$ cat config.mk
export PLATFORM = sky130hd
export DESIGN_NAME = stream_demux
export DESIGN_NICKNAME = d
export VERILOG_FILES = /design/src/rtl/stream_demux.sv
export SDC_FILE = /design/constraint.sdc
export NUM_CORES = 1
export LEC_CHECK = 0
export ABC_AREA = 1
export ABC_CLOCK_PERIOD_IN_PS = 2470
export BUFFER_PORTS_ARGS = -buffer_cell sky130_fd_sc_hd__buf_2
export CORE_MARGIN = 2
export CORE_UTILIZATION = 39
export CTS_CLUSTER_SIZE = 25
export DETAILED_ROUTE_END_ITERATION = 6
export PLACE_DENSITY_LB_ADDON = 0.05
export SKIP_LAST_GASP = 1
export SYNTH_ARGS = -nofsm -noshare
export SYNTH_HDL_FRONTEND = slang
export SYNTH_SLANG_ARGS = --single-unit
$ cat constraint.sdc
create_clock -name clk -period 2.47 [get_ports clk]
set_input_delay 0.1235 -clock clk [delete_from_list [all_inputs] [get_ports clk]]
set_output_delay 0.1235 -clock clk [all_outputs]
set_load 0.05 [all_outputs]
$ cat src/rtl/stream_demux.sv
// stream_demux: 1-to-2 valid/ready demultiplexer feeding two independent per-port FIFOs
module stream_demux #(
  parameter int N = 8,
  parameter int DEPTH = 2
) (
  input  logic                         clk,
  input  logic                         rst,
  input  logic [N-1:0]                 in_data,
  input  logic                         in_sel,
  input  logic                         in_valid,
  output logic                         in_ready,
  output logic [N-1:0]                 a_data,
  output logic                         a_valid,
  input  logic                         a_ready,
  output logic [N-1:0]                 b_data,
  output logic                         b_valid,
  input  logic                         b_ready,
  output logic [$clog2(DEPTH+1)-1:0]   a_count,
  output logic [$clog2(DEPTH+1)-1:0]   b_count
);
  localparam int CW = $clog2(DEPTH + 1);
  localparam int PW = $clog2(DEPTH);
  logic [1:0] rdy;
  assign rdy = {a_ready, b_ready};
  assign in_ready = !rst && (in_sel ? g_fifo[1].cnt != CW'(DEPTH) : g_fifo[0].cnt != CW'(DEPTH));
  for (genvar g = 0; g < 2; g++) begin : g_fifo
    logic [N-1:0] mem [DEPTH];
    logic [N-1:0] head;
    logic [CW-1:0] cnt;
    logic [PW-1:0] rp, wp, rn;
    logic push, pop;
    assign push = in_valid && in_ready && (in_sel == 1'(g));
    assign pop = (cnt != '0) && rdy[g];
    assign rn = rp + 1'b1;
    always_ff @(posedge clk) begin
      if (rst) begin
        cnt <= '0;
        rp <= '0;
        wp <= '0;
        head <= '0;
        for (int i = 0; i < DEPTH; i++) mem[i] <= '0;
      end else begin
        if (push) begin
          mem[wp] <= in_data;
          wp <= wp + 1'b1;
        end
        if (pop) rp <= rp + 1'b1;
        cnt <= cnt + CW'(push) - CW'(pop);
        if (push && (cnt == '0 || (cnt == CW'(1) && pop))) head <= in_data;
        else if (pop && cnt > CW'(1)) head <= mem[rn];
      end
    end
  end
  assign a_data = g_fifo[1].head;
  assign a_valid = g_fifo[1].cnt != '0;
  assign a_count = g_fifo[1].cnt;
  assign b_data = g_fifo[0].head;
  assign b_valid = g_fifo[0].cnt != '0;
  assign b_count = g_fifo[0].cnt;
endmodule

==> impl_metrics.csv <==
group,metric,value,unit
outcome,status,"complete, no violations",
sta,maxSlewViolCount,0,
synthesis,synth_edf_count,32,
route,drc_errors,0,
clock_network,cts_buffers,5,
synthesis,ys.flop_type,"edfxtp_1",
synthesis,synth_top_area_share,0.347,
global_routing,first_global_vias,1892,
synthesis,synth-seq-cells,56,
global_routing,grt_max_degree,19,
power_and_ir_drop,p_leak,1.33,nW
global_routing,antenna_found_initial,0,
place,dp_hpwl,4420,um
final_layout,post-route-util,0.454,
sta,hold_viol,0,
clock_network,cts_setup_buffers,0,
final_layout,area_growth,12.1,%
clock_network,cts_sinks,56,
final_layout,drive_above_1_share,0.282,
clock_network,root_buffer,"clkbuf_8",
place,gp_congestion,0.789,
synthesis,syn_area_per_cell,9.44,um2
sta,slew_headroom,0.715,
min_path,hold_class,"input port to flop",
synthesis,synth_cells,293,
setup_path,r2r_slack,0.53,ns
route,routed_via_density,4.69,
route,vias,1996,
synthesis,yosys_warnings,0,
global_routing,grt-busiest-layer,"met1",
setup_path,cp.required,2.66,ns
power_and_ir_drop,vdd_ir_drop_max,0.000509,V
sta,fin_crit,1.94,ns
clock_network,worstSkewPairLatency,0.31,ns
setup_path,path_max_fanout,9,
global_routing,grtUsageMet2,0.256,
die,rows,30,
synthesis,async_flop_share,0,
final_layout,n_antenna_cell,0,
synthesis,synth_area_leaders,"edfxtp_1 35%, dfxtp_1 17%, nor2_1 7.1%, nand2_1 6.5%, a21oi_1 3.8%",
die,die_w,88.2,um
route,drt-initial-drc-count,177,
power_and_ir_drop,powerDensity,915,mW/mm2
route,drtAntennaViolNets,0,
clock_network,cts_hold_buf,0,
die,io_pins,37,
sta,finalCritPeriodShare,0.787,
synthesis,synth_top_cell_by_area,"edfxtp_1",
synthesis,syn-num-nets,311,
job,maxCapViolCount,0,
sta,worst_pin_slew,0.426,ns
die,initial_core_util,0.405,
clock_network,clockBufferDepth,2,
setup_path,critPathCaptureType,"flop",
setup_path,crit_path_start_kind,"flop",
global_routing,met3_usage,0.0354,
route,wl,6210,um
sta,fmax,514,MHz
setup_path,crit_type,"flop to flop",
route,wl_per_cell,14.6,um
clock_network,cts_resized,0,
clock_network,htreeDepth,2,
place,port_buffers,36,
sta,rsz0062_at_grt,"no",
setup_path,cp.arrival,2.13,ns
global_routing,met1_usage,0.262,
die,die_area,0.00778,mm2
global_routing,grt_overflow,0,
clock_network,clkSlewWorstSetupHoldPaths,0.10,ns
synthesis,ys_types,31,
clock_network,cts_tree,"done",
final_layout,nNetsFinal,347,
die,core_area,0.00683,mm2
sta,fin_tns_setup,0,ns
synthesis,netlist_area,0.00277,mm2
global_routing,grt_pass1_wl,10000,um
sta,fin_worst_skew,0.00522,ns
route,dr.pass1.iters,4,
die,dieHeight,88.2,um
global_routing,grt_usage,0.174,
sta,setup_viol,0,
synthesis,ys_seq_area_frac,0.521,
-- per-stage QoR --
step | total power, mW | std cells | worst slack [ns] | area [um2] | hold WS (ns)
2_1_floorplan | 2.08 | 293 | 0.173 | 2770 | 0.307
3_3_place_gp | 2.30 | 418 | 0.567 | 3000 | 0.447
3_5_place_dp | 2.31 | 418 | 0.515 | 3000 | 0.450
4_1_cts | 2.87 | 426 | 0.506 | 3100 | 0.126
5_1_grt | 3.03 | 426 | 0.286 | 3100 | 0.152
6_report | 2.84 | 426 | 0.526 | 3100 | 0.132
-- flip-flops by register name, indices dropped and copies added, names as in the netlist --
signal      count
b_data          8
a_data          8
b_count         2
a_count         2
g_fifo.wp       2
g_fifo.rp       2
g_fifo.mem     32
-- routing by layer --
| layer | routed length (um) | up-vias |
|---|---|---|
| met4 | 29 | 0 |
| li1 | - | 1035 |
| met2 | 2650 | 46 |
| met1 | 3280 | 913 |
| met3 | 248 | 2 |
| met5 | 0 | - |
-- worst max-delay path, stage by stage, from the launching register on --
cell     delay [ns]
dfxtp_1        0.40
inv_1          0.11
nand3_2        0.13
nand3_4        0.10
nor2_8         0.16
nand2_4        0.09
ha_1           0.28
inv_1          0.04
ha_1           0.17
xor2_1         0.15
o21ai_0        0.15
a21oi_1        0.05
-- final timing paths --
check / from / endpoint / cells past startpoint
worst max-delay path: b_count[0] / a_count[1] / 11
worst min-delay path: a_ready / g_fifo[1].rp / 3
worst max register to register: b_count[0] / a_count[1] / 11
worst min register to register: b_data[7] / b_data[7] / 2
-- kinds of logic (layout without fill, tap and decap cells) --
| kind of cell | after synthesis | in the layout | share of synthesized area |
|---|---|---|---|
| compound gates | 43 | 43 | 0.0914 |
| xor+xnor | 2 | 2 | 0.00633 |
| fa+ha+maj | 4 | 4 | 0.0181 |
| buf+inv | 37 | 74 | 0.0701 |
| flops | 56 | 56 | 0.521 |
| simple gates | 151 | 151 | 0.293 |
-- synth_stat cells (3+ instances only) --
cell	instances
nor3_1	8
ha_1	4
a21oi_1	21
dfxtp_1	24
nand2_4	3
a21oi_2	9
buf_6	4
inv_2	3
buf_2	3
nor2_4	3
nand4_1	8
edfxtp_1	32
nand3_2	8
nand2_2	5
inv_1	21
nand2_1	48
o21ai_0	10
nor2_2	9
nor2_1	52
-- cell type report --
cell class | instances | area [um2]
clock inverters | 1 | 5.00
well taps | 96 | 120
inverters | 28 | 110
clock buffers | 7 | 97.6
fillers | 717 | 3730
flip-flops and latches | 56 | 1440
repair buffers | 38 | 195
multi-input cells | 200 | 1130
-- report_power, final --
| part | internal, mW | leakage [nW] | total (mW) | switching (mW) |
|---|---|---|---|---|
| registers | 1.11 | 0.529 | 1.22 | 0.111 |
| clock network | 0.261 | 0.0534 | 0.554 | 0.293 |
| logic | 0.260 | 0.753 | 1.07 | 0.806 |
-- layout by cell type (no fill, tap or decap), types with 3 or more instances in the layout --
cell	instances
dfxtp_1	24
nand4_1	8
inv_1	21
nor3_1	8
edfxtp_1	32
nand2_2	5
inv_2	3
nor2_4	3
nand3_2	8
o21ai_0	10
ha_1	4
nand2_1	48
buf_2	36
nand2_4	3
clkbuf_8	5
a21oi_2	9
a21oi_1	21
nor2_2	9
nor2_1	52
Note: power is estimated with default switching activity, not from simulation.
